## src/rtl/serial_sub16_pkg.sv

```systemverilog
// rtl/serial_sub16_pkg.sv - shared types and constants for the nibble-serial subtractor
package sub_pkg;

  // Nibble width of the ripple-borrow slice
  localparam int NIB_W = 4;

  // Controller states
  typedef enum logic [1:0] {
    IDLE = 2'd0,
    RUN  = 2'd1,
    DONE = 2'd2
  } sub_state_t;

endpackage

```

## src/rtl/serial_sub16_if.sv

```systemverilog
// rtl/serial_sub16_if.sv - start/done handshake and operand/result bundle
interface serial_sub16_if #(
  parameter int WIDTH = 16
);

  logic             start;
  logic [WIDTH-1:0] a;
  logic [WIDTH-1:0] b;
  logic             busy;
  logic             done;
  logic [WIDTH-1:0] d;
  logic             bo;
  logic             v;
  logic             z;
  logic             n;

  // Requesting side (datapath control FSM)
  modport master (
    output start, a, b,
    input  busy, done, d, bo, v, z, n
  );

  // Subtractor side
  modport slave (
    input  start, a, b,
    output busy, done, d, bo, v, z, n
  );

endinterface

```

## src/rtl/serial_sub16_subtractor4.sv

```systemverilog
// rtl/serial_sub16_subtractor4.sv - combinational 4-bit ripple-borrow subtractor slice
module subtractor4 (
  input  logic [3:0] A,
  input  logic [3:0] B,
  input  logic       b_in,
  output logic [3:0] S,
  output logic       b_out
);

  logic [4:0] bc;

  assign bc[0] = b_in;

  // Four chained full-subtractor cells, borrow rippling from bit 0 upward
  for (genvar i = 0; i < 4; i++) begin : g_cell
    assign S[i]    = A[i] ^ B[i] ^ bc[i];
    assign bc[i+1] = (~A[i] & B[i]) | (~(A[i] ^ B[i]) & bc[i]);
  end

  assign b_out = bc[4];

endmodule

```

## src/rtl/serial_sub16.sv

```systemverilog
// rtl/serial_sub16.sv - nibble-serial two's-complement subtractor with start/done handshake
module serial_sub16
  import sub_pkg::*;
#(
  parameter int WIDTH = 16
) (
  input  logic         clk,
  input  logic         reset,
  serial_sub16_if.slave bus
);

  localparam int NIBBLES = WIDTH / NIB_W;
  localparam int IDX_W   = $clog2(NIBBLES);
  localparam int MSB     = WIDTH - 1;
  localparam logic [IDX_W-1:0] LAST_IDX = IDX_W'(NIBBLES - 1);

  sub_state_t       state;
  logic [WIDTH-1:0] a_q;
  logic [WIDTH-1:0] b_q;
  logic [WIDTH-1:0] d_q;
  logic [WIDTH-1:0] d_next;
  logic             borrow;
  logic [IDX_W-1:0] idx;
  logic [IDX_W+1:0] base;
  logic [NIB_W-1:0] a_nib;
  logic [NIB_W-1:0] b_nib;
  logic [NIB_W-1:0] d4;
  logic             bout;
  logic             busy_q;
  logic             done_q;
  logic             bo_q;
  logic             v_q;
  logic             z_q;
  logic             n_q;

  // Bit offset of the current nibble (idx * 4)
  assign base = {idx, 2'b00};

  // Select the active operand nibbles and form the result with that nibble replaced
  always_comb begin
    a_nib  = a_q[base +: NIB_W];
    b_nib  = b_q[base +: NIB_W];
    d_next = d_q;
    d_next[base +: NIB_W] = d4;
  end

  subtractor4 u_slice (
    .A     (a_nib),
    .B     (b_nib),
    .b_in  (borrow),
    .S     (d4),
    .b_out (bout)
  );

  // Controller: accept, step one nibble per cycle, publish flags on the last nibble
  always_ff @(posedge clk) begin
    if (reset) begin
      state  <= IDLE;
      a_q    <= '0;
      b_q    <= '0;
      d_q    <= '0;
      borrow <= 1'b0;
      idx    <= '0;
      busy_q <= 1'b0;
      done_q <= 1'b0;
      bo_q   <= 1'b0;
      v_q    <= 1'b0;
      z_q    <= 1'b0;
      n_q    <= 1'b0;
    end else begin
      case (state)
        IDLE, DONE: begin
          done_q <= 1'b0;
          if (bus.start) begin
            a_q    <= bus.a;
            b_q    <= bus.b;
            d_q    <= '0;
            borrow <= 1'b0;
            idx    <= '0;
            bo_q   <= 1'b0;
            v_q    <= 1'b0;
            z_q    <= 1'b0;
            n_q    <= 1'b0;
            busy_q <= 1'b1;
            state  <= RUN;
          end else begin
            state  <= IDLE;
          end
        end
        RUN: begin
          d_q    <= d_next;
          borrow <= bout;
          idx    <= idx + IDX_W'(1);
          if (idx == LAST_IDX) begin
            idx    <= '0;
            busy_q <= 1'b0;
            done_q <= 1'b1;
            bo_q   <= bout;
            n_q    <= d4[NIB_W-1];
            z_q    <= (d_next == '0);
            v_q    <= (a_q[MSB] ^ b_q[MSB]) & (d4[NIB_W-1] ^ a_q[MSB]);
            state  <= DONE;
          end
        end
        default: begin
          state  <= IDLE;
          busy_q <= 1'b0;
          done_q <= 1'b0;
        end
      endcase
    end
  end

  assign bus.busy = busy_q;
  assign bus.done = done_q;
  assign bus.d    = d_q;
  assign bus.bo   = bo_q;
  assign bus.v    = v_q;
  assign bus.z    = z_q;
  assign bus.n    = n_q;

endmodule

```

## src/flat_wrapper.sv

```systemverilog
// flat-port wrapper written by rule: the top's interface ports become plain ports
module serial_sub16_flat import sub_pkg::*;
#(
  parameter int WIDTH = 16
)
  (clk, reset, bus_start, bus_a, bus_b, bus_busy, bus_done, bus_d, bus_bo, bus_v, bus_z, bus_n);
  serial_sub16_if #(.WIDTH(WIDTH)) bus_i ();
  input  logic clk;
  input  logic reset;
  input wire logic [$bits(bus_i.start)-1:0] bus_start;
  input wire logic [$bits(bus_i.a)-1:0] bus_a;
  input wire logic [$bits(bus_i.b)-1:0] bus_b;
  output wire logic [$bits(bus_i.busy)-1:0] bus_busy;
  output wire logic [$bits(bus_i.done)-1:0] bus_done;
  output wire logic [$bits(bus_i.d)-1:0] bus_d;
  output wire logic [$bits(bus_i.bo)-1:0] bus_bo;
  output wire logic [$bits(bus_i.v)-1:0] bus_v;
  output wire logic [$bits(bus_i.z)-1:0] bus_z;
  output wire logic [$bits(bus_i.n)-1:0] bus_n;
  assign bus_i.start = bus_start;
  assign bus_i.a = bus_a;
  assign bus_i.b = bus_b;
  assign bus_busy = bus_i.busy;
  assign bus_done = bus_i.done;
  assign bus_d = bus_i.d;
  assign bus_bo = bus_i.bo;
  assign bus_v = bus_i.v;
  assign bus_z = bus_i.z;
  assign bus_n = bus_i.n;
  serial_sub16 #(.WIDTH(WIDTH)) u_core (.clk(clk), .reset(reset), .bus(bus_i));
endmodule
```

## config.mk

```make
export PLATFORM = sky130hd
export DESIGN_NAME = serial_sub16_flat
export DESIGN_NICKNAME = d
export VERILOG_FILES = /design/src/rtl/serial_sub16_pkg.sv /design/src/rtl/serial_sub16_if.sv /design/src/rtl/serial_sub16_subtractor4.sv /design/src/rtl/serial_sub16.sv /design/src/flat_wrapper.sv
export SDC_FILE = /design/constraint.sdc
export NUM_CORES = 1
export LEC_CHECK = 0
export CELL_PAD_IN_SITES_DETAIL_PLACEMENT = 1
export CELL_PAD_IN_SITES_GLOBAL_PLACEMENT = 1
export CORE_MARGIN = 1.5
export CORE_UTILIZATION = 34
export CTS_CLUSTER_SIZE = 28
export DETAILED_ROUTE_END_ITERATION = 12
export MAX_ROUTING_LAYER = met4
export PLACE_DENSITY = 0.83
export SLEW_MARGIN = 20
export SYNTH_ARGS = -nofsm -noshare
export SYNTH_HDL_FRONTEND = slang
export SYNTH_SLANG_ARGS = --single-unit
export TNS_END_PERCENT = 10
```

## constraint.sdc

```tcl
create_clock -name clk -period 3.2 [get_ports clk]
set_input_delay 0.64 -clock clk [delete_from_list [all_inputs] [get_ports clk]]
set_output_delay 0.64 -clock clk [all_outputs]
set_load 0.1 [all_outputs]
```

==> results.yml, run 1 <==
critical_path:
  critPathKind: "reg2reg"
  crit_fanout: 5
  arrival_ns: 3.30
  r2r_cells: 12
  slowest_delay_ns: 0.60
  end_kind: "register"
  path_cells: "mux4_2 -> inv_1 -> fa_1 -> inv_1 -> fa_1 -> fa_2 -> fa_2 -> nor2_1 -> nand2_1 -> a21oi_1 -> a31oi_1 -> nor2_1"
  cp_slowest_cell: "fa_2"
  critPathRequiredTime_ns: 3.42
  cp-start-kind: "register"
timing:
  slew_headroom: 0.677
  fin_skew_ns: 0.0127
  hold_violations: 0
  drv_slew: 0
  final.period_utilization: 0.962
  rsz0062_at_grt: "false"
  finalSetupViolations: 0
  max_freq_mhz: 325
  min_period_ns: 3.08
  worst_pin_slew_ns: 0.483
  setup_tns_ns: 0
detailed_routing:
  wl_um: 7270
  antenna_left: 0
  drt_iter0_markers: 66
  drcViolationCount: 0
  routedWlPerCell_um: 16.3
  first_pass_iters: 4
  num_vias: 2277
  viasPerCell: 5.09
finish:
  n_antenna_cell: 0
  fin_nets: 389
  drive_above_1_share: 0.190
  syn2layout_area_growth_pct: 31.5
  fin_cells: 447
yosys:
  yosysUniqueCellTypes: 34
  synth_cells: 284
  synth_top_area_share: 0.455
  synth_top_family_by_area: "simple AND/OR/NAND/NOR gates"
  synthAdderAreaFrac: 0.0598
  synthXorXnorAreaFrac: 0
  muxShareOfSynthArea: 0.0694
  synth_common_cells: "67 x nand2_1, 59 x dfxtp_1, 42 x a21oi_1, 18 x nor2_1, 16 x a22o_1"
  synth_top_cell_by_area: "dfxtp_1"
  synth_compound_area_frac: 0.166
  yosysMostFrequentCell: "nand2_1"
  synthArstFlopShare: 0
  synth_edf_count: 0
  yosys.area_share.simple: 0.203
  ys_warn_count: 0
  avgSynthCellArea_um2: 9.14
  synth_area_leaders: "dfxtp_1 45%, nand2_1 9.7%, a21oi_1 8.1%"
  synth_fp_nets: 329
  ys_seq_elements: 59
  syn_area_um2: 2600
  synth-seq-area-share: 0.455
  synth_ff_type: "dfxtp_1"
pwr:
  seqPwrFrac: 0.452
  leakagePower_nw: 1.35
  internal_power_mw: 1.25
  power.total_mw: 1.75
  pwr-share-comb: 0.193
  p_sw_mw: 0.499
  switching_share: 0.285
  ir_drop_mv: 0.211
  p_clk_frac: 0.355
  power_density_nw_per_um2: 512
clocking:
  cts_root_buf: "clkbuf_8"
  cts_made_buffers: 9
  cts_tree: "yes"
  cts.path.max_buffers: 2
  ctsHoldBuffers: 0
  clkTransAtPathRegs_ns: 0.07
  cts_max_level: 3
  clkLatencyLatePin_ns: 0.34
  clkSinkCount: 59
die:
  fp.dieH_um: 90.4
  core-area_um2: 7330
  ios: 57
  row_count: 31
  die-area_um2: 8170
  start_util: 0.354
  chipWidth_um: 90.4
place:
  port_buffers: 56
  dp_hpwl_um: 5420
  dp_cells: 431
  gp_congestion: 0.843
job:
  max_cap_viol_count: 0
global_routing:
  grt_usage: 0.197
  grt_max_degree: 27
  grt_pass1_wl_um: 12300
  overflow: 0
  antenna_found_initial: 0
  grt_pass1_vias: 2442
worst_hold_path:
  hold_path_depth: 2
  hp-class: "reg2reg"
outcome:
  status: "complete, no violations"
logic make-up (layout without fill, tap and decap cells):
logic type | count (synthesis) | count (layout)
AND/OR/NAND/NOR | 109 | 109
AO/OA/AOI/OAI | 71 | 71
flip-flops | 59 | 59
buffers and inverters | 27 | 91
adder cells (fa/ha/maj) | 10 | 10
multiplexers | 8 | 8
repair_timing:
item                                    CTS  global route
endpoints found under the setup margin    0             2
buffers inserted                          0             1
resized for setup                         0             2
worst max-delay path: cells and delay by family, from the launching register on:
kind | cells | cell delay [ns]
AND/OR/NAND/NOR | 3 | 0.21
multiplexers | 1 | 0.51
flip-flops | 1 | 0.35
adder cells (fa/ha/maj) | 4 | 1.51
AO/OA/AOI/OAI | 2 | 0.26
buffers and inverters | 2 | 0.15
per-layer routing:
metal,vias up,part of all wire,track usage
met5,-,0,-
met4,0,0.0081,0.0529
met3,6,0.048,0.0614
met2,61,0.50,0.333
met1,1112,0.44,0.225
li1,1098,-,-
sequential cells by signal, indices dropped and copies added, names as in the netlist:
register / cells
u_core.a_q: 16
u_core.b_q: 16
u_core.borrow: 1
u_core.bus.bo: 1
u_core.bus.busy: 1
u_core.bus.d: 16
u_core.bus.done: 1
u_core.bus.n: 1
u_core.bus.v: 1
u_core.bus.z: 1
u_core.idx: 2
u_core.state: 2
cell usage in the layout, fill, tap and decap left out, drive strengths merged, types with 6 or more instances in the layout:
cell type       n
a21oi          42
a22o           16
buf            31
clkbuf         13
clkdlybuf4s50  34
dfxtp          59
ha              6
inv            11
mux4            8
nand2          68
nor2           18
stage by stage:
stage	util	cell area, µm²	hold WS (ns)	worst slack, ns
2_1_floorplan	-	2600	0.433	0.0424
3_3_place_gp	0.440	3220	0.442	0.268
3_5_place_dp	0.440	3220	0.453	0.0837
4_1_cts	0.464	3400	0.461	0.0609
5_1_grt	0.466	3410	0.482	0.00872
6_report	0.466	3410	0.462	0.123
power by group through the flow:
stage	logic [mW]	registers [mW]	clock network, mW
floorplan	0.183	0.829	0
global placement	0.316	0.804	0
detailed placement	0.329	0.807	0
CTS	0.331	0.791	0.631
global route	0.372	0.795	0.671
finish	0.338	0.791	0.620
area by class of cell:
| class | count | area (µm²) |
|---|---|---|
| Clock buffer | 13 | 169 |
| Clock inverter | 2 | 10.0 |
| Fill cell | 833 | 3920 |
| Inverter | 11 | 41.3 |
| Multi-Input combinational cell | 198 | 1300 |
| Sequential cell | 59 | 1180 |
| Tap cell | 99 | 124 |
| Timing Repair Buffer | 65 | 586 |
path summary, 6_finish.rpt:
kind | startpoint | end | slack [ns]
worst min register to register | u_core.b_q[0]$_SDFFE_PP0P_ | u_core.b_q[0]$_SDFFE_PP0P_ | 0.46
worst max register to register | u_core.idx[0]$_SDFFE_PP0P_ | u_core.bus.v$_SDFFE_PP0P_ | 0.12
worst max-delay path | u_core.idx[0]$_SDFFE_PP0P_ | u_core.bus.v$_SDFFE_PP0P_ | 0.12
worst min-delay path | u_core.b_q[0]$_SDFFE_PP0P_ | u_core.b_q[0]$_SDFFE_PP0P_ | 0.46
(Power assumes the default switching activity.)
==> inputs of run 2 (changes only) <==
ABC_AREA = 0   (was default)
==> results of run 2 <==
The final DEF is identical to that of run 1; final timing and power are the same.
